### src/rtl/program_sequencer.sv
// Program counter and sequencing unit: owns the PC, the start/done handshake,
// absolute/relative jumps and a bounded call/return stack with sticky error flags.
module program_sequencer #(
  parameter int unsigned PC_BITS     = 9,
  parameter int unsigned TARGET_BITS = 8,
  parameter int unsigned STACK_DEPTH = 4,
  parameter int unsigned NUM_DONE    = 2
) (
  input  logic                         clock,
  input  logic                         reset_n,
  input  logic                         start,
  input  logic [PC_BITS-1:0]           start_addr,
  input  logic [NUM_DONE*PC_BITS-1:0]  done_addr,
  input  logic                         next_ins,
  input  logic                         jump_flag,
  input  logic                         jump_mode,
  input  logic [TARGET_BITS-1:0]       target,
  input  logic                         call,
  input  logic                         ret,
  output logic [PC_BITS-1:0]           pc,
  output logic                         busy,
  output logic                         done,
  output logic                         stack_overflow,
  output logic                         stack_underflow
);

  localparam int unsigned SpBits  = $clog2(STACK_DEPTH + 1);
  localparam int unsigned IdxBits = (STACK_DEPTH > 1) ? $clog2(STACK_DEPTH) : 1;

  typedef enum logic [1:0] {StIdle, StRun, StDone} state_e;

  state_e              r_state, w_state_next;
  logic [PC_BITS-1:0]  r_pc, w_pc_next;
  logic [SpBits-1:0]   r_sp, w_sp_next;
  logic [PC_BITS-1:0]  r_stack [STACK_DEPTH];
  logic                r_ovf, w_ovf_next;
  logic                r_unf, w_unf_next;
  logic                w_push;
  logic                w_done_hit;
  logic                w_full, w_empty;
  logic [IdxBits-1:0]  w_push_idx, w_pop_idx;
  logic [PC_BITS-1:0]  w_pc_inc, w_tgt_zext, w_tgt_sext, w_jump_pc;

  // Target narrower than the PC is extended; a wider one is truncated.
  if (TARGET_BITS >= PC_BITS) begin : g_trunc
    assign w_tgt_zext = target[PC_BITS-1:0];
    assign w_tgt_sext = target[PC_BITS-1:0];
  end else begin : g_ext
    assign w_tgt_zext = {{(PC_BITS-TARGET_BITS){1'b0}}, target};
    assign w_tgt_sext = {{(PC_BITS-TARGET_BITS){target[TARGET_BITS-1]}}, target};
  end

  assign w_pc_inc   = r_pc + 1'b1;
  assign w_jump_pc  = jump_mode ? (r_pc + w_tgt_sext) : w_tgt_zext;
  assign w_full     = (r_sp == SpBits'(STACK_DEPTH));
  assign w_empty    = (r_sp == '0);
  assign w_push_idx = IdxBits'(r_sp);
  assign w_pop_idx  = IdxBits'(r_sp - 1'b1);

  always_comb begin
    w_done_hit = 1'b0;
    for (int i = 0; i < int'(NUM_DONE); i++) begin
      if (r_pc == done_addr[i*PC_BITS +: PC_BITS]) w_done_hit = 1'b1;
    end
  end

  // State register
  always_ff @(posedge clock or negedge reset_n) begin
    if (!reset_n) r_state <= StIdle;
    else          r_state <= w_state_next;
  end

  // Next-state logic
  always_comb begin
    w_state_next = r_state;
    if (start) begin
      w_state_next = StRun;
    end else if (r_state == StRun && w_done_hit) begin
      w_state_next = StDone;
    end
  end

  // Output logic
  always_comb begin
    busy = (r_state == StRun);
    done = (r_state == StDone);
  end

  // Datapath: start dominates; a done hit freezes the PC for its final cycle.
  always_comb begin
    w_pc_next  = r_pc;
    w_sp_next  = r_sp;
    w_ovf_next = r_ovf;
    w_unf_next = r_unf;
    w_push     = 1'b0;
    if (start) begin
      w_pc_next  = start_addr;
      w_sp_next  = '0;
      w_ovf_next = 1'b0;
      w_unf_next = 1'b0;
    end else if (r_state == StRun && !w_done_hit && next_ins) begin
      if (ret) begin
        if (!w_empty) begin
          w_pc_next = r_stack[w_pop_idx];
          w_sp_next = r_sp - 1'b1;
        end else begin
          w_unf_next = 1'b1;
          w_pc_next  = w_pc_inc;
        end
      end else if (call) begin
        if (!w_full) begin
          w_push    = 1'b1;
          w_sp_next = r_sp + 1'b1;
        end else begin
          w_ovf_next = 1'b1;
        end
        w_pc_next = w_jump_pc;
      end else if (jump_flag) begin
        w_pc_next = w_jump_pc;
      end else begin
        w_pc_next = w_pc_inc;
      end
    end
  end

  always_ff @(posedge clock or negedge reset_n) begin
    if (!reset_n) begin
      r_pc  <= '0;
      r_sp  <= '0;
      r_ovf <= 1'b0;
      r_unf <= 1'b0;
      for (int i = 0; i < int'(STACK_DEPTH); i++) r_stack[i] <= '0;
    end else begin
      r_pc  <= w_pc_next;
      r_sp  <= w_sp_next;
      r_ovf <= w_ovf_next;
      r_unf <= w_unf_next;
      if (w_push) r_stack[w_push_idx] <= w_pc_inc;
    end
  end

  assign pc              = r_pc;
  assign stack_overflow  = r_ovf;
  assign stack_underflow = r_unf;

endmodule

### config.mk
export PLATFORM = sky130hd
export DESIGN_NAME = program_sequencer
export DESIGN_NICKNAME = d
export VERILOG_FILES = /design/src/rtl/program_sequencer.sv
export SDC_FILE = /design/constraint.sdc
export NUM_CORES = 1
export LEC_CHECK = 0
export ABC_AREA = 1
export CORE_MARGIN = 10
export CORE_UTILIZATION = 40
export CTS_BUF_LIST = sky130_fd_sc_hd__clkbuf_8
export DETAILED_ROUTE_END_ITERATION = 8
export SLEW_MARGIN = 20
export SYNTH_ARGS = -nofsm -noshare
export SYNTH_HDL_FRONTEND = slang
export SYNTH_SLANG_ARGS = --single-unit
### constraint.sdc
create_clock -name clock -period 1.7 [get_ports clock]
set_input_delay 0.51 -clock clock [delete_from_list [all_inputs] [get_ports clock]]
set_output_delay 0.51 -clock clock [all_outputs]
set_load 0.01 [all_outputs]
# Word-level counts from Yosys, hierarchy flattened
# Index checks and enable logic that the tools add are counted.
# op_classes
n_reduce_logical	16
magnitude_cmp	3
bitwise	2
eq_ne	8
n_mux	37
addsub	4
# op_table
cell	count
$mux W9	10
$bwmux W36	1
$bmux W9 S2	1
$demux W9 S2	1
$eq A9 B9 Y1	2
$mux W3	6
$mux W1	16
$reduce_bool A2 Y1	6
$add A9 B1 Y9 const B	1
$add A9 B9 Y9	1
$reduce_and A4 Y1	2
$ge A3 B3 Y1 const B	2
$ne A3 B3 Y1 const B	2
$not A2 Y3	2
$logic_and A1 B1 Y1	4
$mux W2	2
$add A3 B1 Y3 const B	1
$eq A3 B3 Y1 const B	1
$logic_not A3 Y1	1
$lt A3 B1 Y1 const B	1
$reduce_and A3 Y1	1
$reduce_bool A3 Y1	1
$sub A3 B1 Y3 const B	1
$eq A2 B1 Y1 const B	1
other kinds (3)	3
# word_totals
output_inout_bits	13
word_cells	79
register_bits	52
input_bits	43

# Longest topological paths before layout
# Gate-level depths: netlist (run 1).
# depth
word_depth	9
mapped_depth	15
depth_no_buf	15

# Worst setup path before layout (run 1)
# No wires, ideal clock.
# synth_timing
path_type	reg-to-reg
from	register r_pc[0], in the netlist pc[0]
to	register r_pc[8], in the netlist pc[8]
path_stages_with_launch	16
t_required_ps	1584
arrival_ps	1736
path_buffers	0
setup_ps	116
synth_period_minus_slack_ps	1853
setup_slack_ps	-153
path_cell_list	dfrtp_1 -> ha_1 -> inv_1 -> fa_1 -> inv_1 -> nand2_1 -> nand2_1 -> nand2_1 -> nand2_1 -> nand2_1 -> nand3_1 -> nand2_1 -> nand2_1 -> nand2_1 -> nand2_1 -> nand2_1
# synth_via
elab_chain_cells	7
word_cells_on_any_way	17
cone_classes	2 x add/sub; 2 x eq/ne; 9 x mux; 4 x reduce/logical
# synth_rtl
item	line_no	source
start: declaration	33	logic [PC_BITS-1:0] r_pc, w_pc_next;
start signal: assignment	134	r_pc <= w_pc_next;
$add A9 B9 Y9 / $eq A9 B9 Y1 (equally long branches)	54, 63	
$mux W9 / $mux W1 (equally long branches)	54, 63	
$mux W9 / $mux W1 (equally long branches)	118, 63	
$mux W9 / $logic_not A1 Y1 (equally long branches)	110, 101	
$mux W9 / $logic_and A1 B1 Y1 (equally long branches)	102, 101	
$mux W9 / $logic_and A1 B1 Y1 (equally long branches)	101	end else if (r_state == StRun && !w_done_hit && next_ins) begin
$mux W9 / $reduce_bool A2 Y1 (equally long branches)	--	
# Several ways; a longest one is shown, not always the timed one. The select of a mux whose other input is x is not followed.
# A chain may end at the register's enable or synchronous reset.

# Final worst setup path (run 1)
# layout_timing
from	input done_addr[8]
to	register r_stack[28] (netlist bit)
# layout_via
elab_chain_cells	8
# layout_rtl
item	line_no	source
start: declaration	13	input logic [NUM_DONE*PC_BITS-1:0] done_addr,
$eq A9 B9 Y1	63	if (r_pc == done_addr[i*PC_BITS +: PC_BITS]) w_done_hit = 1'b1;
$mux W1 (2 in a row)	63	
$logic_not A1 Y1	101	
$logic_and A1 B1 Y1 (2 in a row)	101	
$mux W1	101	
$mux W1	96	if (start) begin
end signal: indexed assignment	138	if (w_push) r_stack[w_push_idx] <= w_pc_inc;
end: declaration	35	logic [PC_BITS-1:0] r_stack [STACK_DEPTH];
# No other way between the ends.

==> results.sh, run 1 <==
export IMPL_drive_gt1_share_pct=34.21
export IMPL_synth_fa_ha_area_share_pct=5.067
export IMPL_dpl_hpwl_um=8801
export IMPL_synth_xor_area_share_pct=4.774
export IMPL_drtIter0Drc=356
export IMPL_clock_sinks=52
export IMPL_ys_ff_latch=52
export IMPL_seq_area_frac_synth_pct=33.78
export IMPL_synth_area_per_cell_um2=6.677
export IMPL_setup_viol=49
export IMPL_start_util_pct=41.30
export IMPL_status="complete, but fails checks"
export IMPL_dieArea_mm2=0.01396
export IMPL_grt_pass1_wl_um=21580
export IMPL_drc=0
export IMPL_cts_tree="yes"
export IMPL_cp_required_ps=1910
export IMPL_yosysTopAreaCellShare_pct=33.78
export IMPL_p_leak_nw=3.061
export IMPL_design_area_mm2=0.006102
export IMPL_wl_per_cell_um=16.22
export IMPL_ys_warn_count=0
export IMPL_route_vias_total=4304
export IMPL_maxSlewHeadroom_pct=57.68
export IMPL_gp_congestion=0.8522
export IMPL_hp_class="input pin to async pin"
export IMPL_synth_compound_area_share_pct=8.120
export IMPL_critical_path_top_delay_family="buffers and inverters"
export IMPL_path_max_fanout=4
export IMPL_synth_area_leaders="dfrtp_1 (34%), nand2_1 (21%), nand3_1 (8.8%)"
export IMPL_firstDrtPassIters=5
export IMPL_overflow=0
export IMPL_antenna_found_initial=0
export IMPL_drv_cap=0
export IMPL_arrival_ps=2120
export IMPL_clockRootBuffer="clkbuf_8"
export IMPL_fp_row_count=35
export IMPL_synth_area_mm2=0.003852
export IMPL_power_density_mw_per_mm2=1200
export IMPL_placed_area_mm2=0.005014
export IMPL_n_antenna_cell=0
export IMPL_cp_start_kind="input pin"
export IMPL_die_width_um=118.1
export IMPL_finalHoldViolCount=0
export IMPL_r2r_slack_ps=-190
export IMPL_path_class="input pin to flop"
export IMPL_grt_max_degree=53
export IMPL_ir_drop_v=0.0006952
export IMPL_path_buf_inv=4
export IMPL_fin_crit_sh_pct=111.9
export IMPL_avgViaCountPerCell=5.075
export IMPL_die_height_um=118.1
export IMPL_setup_slack_ps=-202.2
export IMPL_synth_top_family_by_area="simple AND/OR/NAND/NOR gates"
export IMPL_cts_made_buffers=5
export IMPL_final_max_slew_viol_count=0
export IMPL_drt_wl_total_um=13760
export IMPL_setup_tns_ps=-6224
export IMPL_violations="negative setup slack"
export IMPL_fmax_mhz=525.7
export IMPL_coreArea_mm2=0.009328
export IMPL_yosysUniqueCellTypes=36
export IMPL_grt_pass1_vias=4321
export IMPL_cts_path_max_buffers=2
export IMPL_clk_pin_slew_ps=110
export IMPL_io_pins=56
export IMPL_crit_chain="clkdlybuf4s50_1 > xnor2_1 > nand2_1 > nor2_1 > nand3_2 > nand3_4 > nor2_4 > buf_12 > buf_12 > buf_8 > nand3_2 > nand2_1"
export IMPL_area_delta_synth_final_pct=58.40
export IMPL_syn_inst=577
export IMPL_slowest_delay_ps=470
export IMPL_htreeDepth=2
export IMPL_clk_latency_ps=320
export IMPL_synth_mux_area_share_pct=0
export IMPL_setup_worst_path_end_class="flop"
export IMPL_grt_total_usage_pct=18.43
export IMPL_synthSimpleGateAreaFrac_pct=39.40
export IMPL_nNetsFinal=776
export IMPL_clock_skew_ps=9.939
export IMPL_power_w=0.007321
export IMPL_ant_nets=0
export IMPL_synth_fp_nets=635
export IMPL_rsz0062_at_grt="yes"
export IMPL_worstMarginPinSlew_ps=634.8
export IMPL_period_needed_ps=1902
export IMPL_synth_largest_area_cell="dfrtp_1"
export IMPL_cts_hold_fix_buffers=0
export IMPL_cp_slowest_cell="clkdlybuf4s50_1"
export IMPL_numPortBuffers=55
## cells in the final DEF, fill, tap and decap left out, types with 6 or more instances in the layout
cell             instances
nand3_1                 50
xnor2_1                 12
dfrtp_2                  7
buf_6                    7
dfrtp_1                 45
nand2_8                  8
clkbuf_8                 6
nand2_2                 53
nand2_4                 10
xor2_1                   6
o21ai_0                 20
nor2_1                  34
a21oi_1                 14
clkdlybuf4s50_1         22
inv_1                   49
nand3_2                 18
buf_4                   76
nand2_1                159
dlygate4sd2_1           21
dlymetal6s2s_1           6
ha_4                     9
## Yosys cell counts
cell and number:
nor2_1 40, xnor2_1 15, nand3_2 1, and2_1 1, fa_1 1, o22ai_1 4
inv_2 2, o21ai_1 1, buf_1 2, or2_1 1, nand3_1 68, a21oi_1 18
nand3b_1 3, inv_1 54, nand2_4 5, xor2_1 6, o2111ai_1 2, a211oi_1 1
clkbuf_1 7, or2_2 1, ha_1 14, buf_4 3, clkinv_1 2, o211ai_1 4
buf_6 2, nand2_1 220, o21bai_1 1, buf_2 9, and3_1 1, dfrtp_1 52
nor2_4 3, nand4_1 4, nand3_4 1, nand2_2 1, o21ai_0 26, nor3_1 1
## worst paths after layout
| check | end | cells after the start | from |
|---|---|---|---|
| setup / recovery | r_stack[28] | 12 | done_addr[8] |
| hold / removal | r_stack[27] | 2 | reset_n |
| setup reg to reg | r_stack[22] | 12 | pc[0] |
| hold reg to reg | stack_underflow | 2 | stack_underflow |
| max in group asynchronous | pc[6] | 2 | reset_n |
| min in group clock | stack_underflow | 2 | stack_underflow |
## final cells by class
type	count	area [µm²]
Fill cell	814	3226
Multi-Input combinational cell	448	2811
Timing Repair Buffer	153	1491
Sequential cell	52	1310
Inverter	58	227.7
Tap cell	129	161.4
Clock buffer	6	82.58
Clock inverter	2	17.52
## cells by family (layout without fill, tap and decap cells)
group,after synthesis,after routing
flip-flops,52,52
adder cells (fa/ha/maj),15,15
AO/OA/AOI/OAI,57,57
buffers and inverters,81,219
XOR/XNOR,21,21
AND/OR/NAND/NOR,351,355
## state kept, by name, indices dropped and copies added (netlist names)
| register | cells |
|---|---|
| stack_underflow | 1 |
| r_sp | 3 |
| r_stack | 36 |
| pc | 9 |
| r_state | 2 |
| stack_overflow | 1 |
## where the power goes
| group | total [W] | internal, W | switching [W] |
|---|---|---|---|
| sequential | 0.00207 | 0.00168 | 0.000392 |
| combinational | 0.00443 | 0.00197 | 0.00246 |
| clock | 0.000817 | 0.000343 | 0.000474 |
## worst reg2reg max path, delay by kind of cell, from the launching register on
family                 cells  cell delay (ps)
XOR/XNOR                   1              120
buffers and inverters      3              430
flip-flops                 1              500
AND/OR/NAND/NOR            8              720
## stage by stage
| stage | util, % | cells | hold WS, ps | setup WS [ps] |
|---|---|---|---|---|
| floorplan | - | 577 | 214.4 | -18.35 |
| global placement | 53.75 | 807 | 449.6 | -698.8 |
| detailed placement | 53.75 | 807 | 454.1 | -745.6 |
| CTS | 61.18 | 845 | 184.6 | -175.4 |
| global route | 65.42 | 848 | 183.9 | -251.0 |
| finish | 65.42 | 848 | 164.1 | -202.2 |
## repair_timing
item                       CTS  global route
cloned                       7             3
setup buffers               23             2
resized for setup          108            93
setup endpoints to repair   62            54
pin swaps                   33            39
## per-layer routing
layer	wire [µm]	track usage (%)	share of wire, %
met4	236	5.100	1.7
met5	0	0	0
met1	5842	22.68	42
met2	7035	32.65	51
met3	643	2.618	4.7
(Power assumes the default switching activity.)
==> run 2, diff against run 1 <==
--- a/config.mk
+++ b/config.mk
@@ -10,6 +10,7 @@
 export CORE_UTILIZATION = 40
 export CTS_BUF_LIST = sky130_fd_sc_hd__clkbuf_8
 export DETAILED_ROUTE_END_ITERATION = 8
+export DONT_BUFFER_PORTS = 1
 export SLEW_MARGIN = 20
 export SYNTH_ARGS = -nofsm -noshare
 export SYNTH_HDL_FRONTEND = slang
==> results.sh, run 2 (same netlist as run 1, synthesis figures left out) <==
export IMPL_critical_path_top_delay_family="simple AND/OR/NAND/NOR gates"
export IMPL_clk_pin_slew_ps=100
export IMPL_worstMarginPinSlew_ps=546.2
export IMPL_setup_viol=41
export IMPL_placed_area_mm2=0.004363
export IMPL_drive_gt1_share_pct=31.71
export IMPL_avgViaCountPerCell=5.223
export IMPL_cp_depth=12
export IMPL_route_vias_total=4001
export IMPL_grt_total_usage_pct=16.10
export IMPL_grt_max_degree=53
export IMPL_clock_sinks=52
export IMPL_cp_required_ps=1910
export IMPL_die_height_um=118.1
export IMPL_finalHoldViolCount=52
export IMPL_gp_congestion=0.8794
export IMPL_final_max_slew_viol_count=0
export IMPL_worstReg2RegStart="pc[3]"
export IMPL_power_density_mw_per_mm2=1361
export IMPL_dp_worst_setup_slack_ps=-152.6
export IMPL_io_pins=56
export IMPL_die_width_um=118.1
export IMPL_p_leak_nw=2.598
export IMPL_drt_wl_total_um=12620
export IMPL_dpl_hpwl_um=8475
export IMPL_r2r_end="r_stack[22]"
export IMPL_setup_worst_path_end_class="flop"
export IMPL_cts_tree="yes"
export IMPL_antenna_found_initial=0
export IMPL_multi_input_area_mm2=0.002734
export IMPL_drc=0
export IMPL_design_area_mm2=0.005266
export IMPL_path_class="flop to flop"
export IMPL_arrival_ps=2060
export IMPL_path_buf_inv=2
export IMPL_rr_worst_depth=12
export IMPL_dieArea_mm2=0.01396
export IMPL_drv_cap=0
export IMPL_ant_nets=0
export IMPL_regArea_mm2=0.001311
export IMPL_wl_per_cell_um=16.48
export IMPL_coreArea_mm2=0.009328
export IMPL_fp_row_count=35
export IMPL_area_delta_synth_final_pct=36.70
export IMPL_crit_path_frequent_cell="nand2_1"
export IMPL_clockRootBuffer="clkbuf_8"
export IMPL_worst_hold_slack_ps=-123.6
export IMPL_setup_slack_ps=-147.1
export IMPL_cp_slowest_cell="dfrtp_2"
export IMPL_slowest_delay_ps=470
export IMPL_grt_pass1_vias=3680
export IMPL_numPortBuffers=0
export IMPL_n_antenna_cell=0
export IMPL_violations="negative hold slack, negative setup slack"
export IMPL_layout_commonest_cell="nand2_1"
export IMPL_cp_start_kind="flop"
export IMPL_final_cell_mix="nand2_1 (173), buf_4 (52), nand3_1 (50)"
export IMPL_top_register="r_stack"
export IMPL_fillers=862
export IMPL_clock_skew_ps=4.861
export IMPL_htreeDepth=2
export IMPL_r2r_slack_ps=-150
export IMPL_maxSlewHeadroom_pct=63.59
export IMPL_start_util_pct=41.30
export IMPL_period_needed_ps=1847
export IMPL_clk_latency_ps=320
export IMPL_power_w=0.007167
export IMPL_overflow=0
export IMPL_fmax_mhz=541.4
export IMPL_rsz0062_at_grt="yes"
export IMPL_hp_class="input pin to async pin"
export IMPL_path_max_fanout=8
export IMPL_grt_pass1_wl_um=18800
export IMPL_crit_chain="buf_12 > nand2_1 > nand2_1 > nand3_2 > nor2_2 > nand2_2 > nand3_4 > nor2_4 > buf_12 > nand2_8 > nand2_2 > nand2_1"
export IMPL_firstDrtPassIters=5
export IMPL_largest_reg_flops=36
export IMPL_ir_drop_v=0.0005385
export IMPL_cts_path_max_buffers=2
export IMPL_fin_crit_sh_pct=108.7
export IMPL_status="complete, but fails checks"
export IMPL_cts_made_buffers=5
export IMPL_nNetsFinal=695
export IMPL_drtIter0Drc=311
## run 2: cell types whose count changed in the layout (fill, tap and decap cells not counted), sizes merged
cell           before  now
buf                96   70
clkdlybuf4s50      22    0
dlygate4sd2        21    0
dlymetal6s2s        6    0
clkbuf             11    7
clkdlybuf4s15       3    0
bufinv              0    2
inv                57   55
## run 2: through the flow
| stage | cells | TNS [ps] | util [%] | hold slack [ps] |
|---|---|---|---|---|
| 3_5_place_dp | 738 | -5107 | 46.77 | 217.0 |
| 2_1_floorplan | 577 | -18.35 | - | 214.4 |
| 3_3_place_gp | 738 | -3897 | 46.77 | 218.0 |
| 4_1_cts | 746 | -1522 | 49.50 | -130.3 |
| 6_report | 766 | -3630 | 56.46 | -123.6 |
| 5_1_grt | 766 | -7183 | 56.46 | -138.8 |
## run 2: area by class of cell
class	instances	share of cell area (%)
Sequential cell	52	24.90
Clock inverter	2	1.140
Multi-Input combinational cell	448	51.91
Tap cell	129	3.065
Inverter	58	4.395
Timing Repair Buffer	72	13.28
Clock buffer	5	1.307
## run 2: per-layer routing
| layer | track usage (%) | routed length (µm) | vias up |
|---|---|---|---|
| li1 | - | - | 1954 |
| met1 | 19.27 | 5321 | 1883 |
| met2 | 28.48 | 6377 | 139 |
| met3 | 3.189 | 687 | 25 |
| met4 | 4.560 | 235 | 0 |
| met5 | 0 | 0 | - |
## run 2: timing repair
item | CTS | global route
resized for setup | 31 | 104
gates cloned | 0 | 7
setup endpoints to repair | 48 | 49
setup buffers | 1 | 13
endpoints found under the hold margin | 52 | 52
pin swaps | 7 | 35
## run 2: worst max-delay path by stage
stage	startpoint	endpoint
floorplan	target[0]	pc[8]
global placement	target[0]	pc[8]
detailed placement	pc[1]	r_stack[7]
CTS	pc[0]	pc[6]
global route	pc[0]	pc[4]
finish	pc[3]	r_stack[22]
## run 2: power by group
group / total (W) / leakage [nW] / switching (W) / internal (W)
sequential: 0.00209 / 0.665 / 0.000406 / 0.00168
combinational: 0.00405 / 1.87 / 0.00229 / 0.00177
clock: 0.00103 / 0.0642 / 0.000446 / 0.000580
total: 0.00717 / 2.60 / 0.00314 / 0.00403
==> run 3, diff against run 2 <==
--- a/config.mk
+++ b/config.mk
@@ -11,6 +11,7 @@
 export CTS_BUF_LIST = sky130_fd_sc_hd__clkbuf_8
 export DETAILED_ROUTE_END_ITERATION = 8
 export DONT_BUFFER_PORTS = 1
+export PLACE_DENSITY_LB_ADDON = 0.05
 export SLEW_MARGIN = 20
 export SYNTH_ARGS = -nofsm -noshare
 export SYNTH_HDL_FRONTEND = slang
==> results.sh, run 3 (same netlist as run 1, synthesis figures left out) <==
export IMPL_status="complete, but fails checks"
export IMPL_violations="negative hold slack, negative setup slack"
export IMPL_cp_required_ps=1910
export IMPL_maxSlewHeadroom_pct=65.96
export IMPL_cts_tree="yes"
export IMPL_io_pins=56
export IMPL_r2r_end="r_stack[3]"
export IMPL_wl_per_cell_um=15.91
export IMPL_power_switching_w=0.003045
export IMPL_stdcell_count=770
export IMPL_dieArea_mm2=0.01396
export IMPL_final_cell_mix="nand2_1 (174), buf_4 (59), nand3_1 (56)"
export IMPL_fillers=936
export IMPL_clk_pin_slew_ps=100
export IMPL_area_delta_synth_final_pct=34.13
export IMPL_avgViaCountPerCell=4.974
export IMPL_fp_row_count=35
export IMPL_gp_congestion=0.8036
export IMPL_coreArea_mm2=0.009328
export IMPL_clockRootBuffer="clkbuf_8"
export IMPL_top_register="r_stack"
export IMPL_clock_sinks=52
export IMPL_arrival_ps=2110
export IMPL_numPortBuffers=0
export IMPL_cp_slowest_cell="dfrtp_2"
export IMPL_ant_nets=0
export IMPL_overflow=0
export IMPL_route_vias_total=3830
export IMPL_rsz0062_at_grt="yes"
export IMPL_grt_total_usage_pct=16.45
export IMPL_grt_pass1_wl_um=19430
export IMPL_placed_area_mm2=0.004370
export IMPL_finalHoldViolCount=52
export IMPL_drive_gt1_share_pct=29.02
export IMPL_cts_path_max_buffers=2
export IMPL_slowest_delay_ps=430
export IMPL_drv_cap=0
export IMPL_drc=0
export IMPL_path_buf_inv=2
export IMPL_path_class="flop to flop"
export IMPL_crit_chain="buf_6 > xnor2_2 > nand3_2 > nor2_4 > nand2_2 > nand3_4 > nor2_4 > buf_12 > nand2_8 > nand2_1 > nand2_1"
export IMPL_nNetsFinal=698
export IMPL_critical_path_top_delay_family="simple AND/OR/NAND/NOR gates"
export IMPL_p_leak_nw=2.607
export IMPL_multi_input_area_mm2=0.002630
export IMPL_largest_reg_flops=36
export IMPL_design_area_mm2=0.005167
export IMPL_fmax_mhz=525.3
export IMPL_die_height_um=118.1
export IMPL_r2r_slack_ps=-200
export IMPL_cp_depth=11
export IMPL_placed_cells=739
export IMPL_setup_viol=49
export IMPL_clk_latency_ps=310
export IMPL_finalCoreUtilization_pct=55.40
export IMPL_cp_start_kind="flop"
export IMPL_hp_class="input pin to async pin"
export IMPL_cts_made_buffers=5
export IMPL_worstMarginPinSlew_ps=510.6
export IMPL_ir_drop_v=0.0006479
export IMPL_switching_share_pct=44.31
export IMPL_p_comb_share_pct=56.7
export IMPL_power_internal_w=0.003827
export IMPL_fin_crit_sh_pct=112.0
export IMPL_path_max_fanout=8
export IMPL_antenna_found_initial=0
export IMPL_crit_start="pc[1]"
export IMPL_drt_wl_total_um=12250
export IMPL_worstReg2RegStart="pc[1]"
export IMPL_drtIter0Drc=305
export IMPL_cp_endpoint="r_stack[3]"
export IMPL_grt_max_degree=53
export IMPL_power_density_mw_per_mm2=1330
export IMPL_seq_power_share_pct=29.9
export IMPL_rr_worst_depth=11
export IMPL_worst_hold_slack_ps=-114.0
export IMPL_grt_pass1_vias=3730
export IMPL_n_antenna_cell=0
export IMPL_final_max_slew_viol_count=0
export IMPL_power_share_clock_pct=13.4
export IMPL_setup_slack_ps=-203.7
export IMPL_die_width_um=118.1
export IMPL_htreeDepth=2
export IMPL_layout_commonest_cell="nand2_1"
export IMPL_setup_worst_path_end_class="flop"
export IMPL_period_needed_ps=1904
export IMPL_firstDrtPassIters=4
export IMPL_clock_skew_ps=6.670
export IMPL_regArea_mm2=0.001309
export IMPL_dpl_hpwl_um=8501
export IMPL_start_util_pct=41.30
run 3: cell count changes in the layout (fill, tap and decap cells not counted), moves of 3 or more:
cell	before	now
buf_4	52	59
nand3_1	50	56
nand3_2	19	13
ha_1	5	10
ha_4	9	4
buf_6	11	7
buf_12	6	3
nor2_1	34	37
o21ai_0	19	22
run 3: timing repair:
action	CTS	global route
setup buffers	8	7
setup endpoints to repair	49	50
gates cloned	5	3
gates resized for setup	34	74
pin swaps	2	32
hold endpoints to repair	52	52
run 3: worst reg2reg max path, stage by stage, from the launching register on:
cell and delay, ps:
dfrtp_2 430, buf_6 140, xnor2_2 130, nand3_2 120, nor2_4 60, nand2_2 80
nand3_4 90, nor2_4 280, buf_12 240, nand2_8 100, nand2_1 80, nand2_1 50
run 3: per-stage QoR:
stage | TNS (ps) | setup WS [ps] | hold slack [ps] | total power [W]
CTS | -1915 | -97.24 | -121.0 | 0.006468
finish | -6581 | -203.7 | -114.0 | 0.006872
floorplan | -18.35 | -18.35 | 214.4 | 0.004107
global placement | -4914 | -155.6 | 216.6 | 0.005261
global route | -10370 | -274.3 | -141.0 | 0.007452
detailed placement | -5932 | -177.7 | 216.4 | 0.005287
run 3: worst min path at each step:
stage / start / endpoint / depth (start not counted)
floorplan: reset_n / pc[0] / 0
global placement: reset_n / r_stack[18] / 0
detailed placement: reset_n / r_stack[18] / 0
CTS: reset_n / r_stack[18] / 0
global route: reset_n / r_stack[1] / 0
finish: reset_n / r_stack[0] / 0
run 3: power groups by stage:
stage                     Combinational [W]  Sequential (W)  Clock [W]
after floorplan                     0.00215         0.00196          0
after global placement              0.00326         0.00201          0
after detailed placement            0.00327         0.00201          0
after CTS                           0.00352         0.00201   0.000940
after global routing                0.00435         0.00211   0.000998
final                               0.00390         0.00205   0.000920
run 3: per-layer routing:
layer  vias to the layer above  track usage, %  part of all wire [%]
met5                         -               0                     0
met4                         0           3.632                   2.1
met3                        12           2.475                   3.9
met2                        75           28.89                    50
met1                      1775           20.68                    44
li1                       1968               -                     -
run 3: final cells by class:
type | instances | share of cell area, %
Inverter | 58 | 4.334
Tap cell | 129 | 3.123
Multi-Input combinational cell | 448 | 50.90
Timing Repair Buffer | 75 | 13.97
Sequential cell | 52 | 25.33
Clock buffer | 6 | 1.598
Clock inverter | 2 | 0.7506
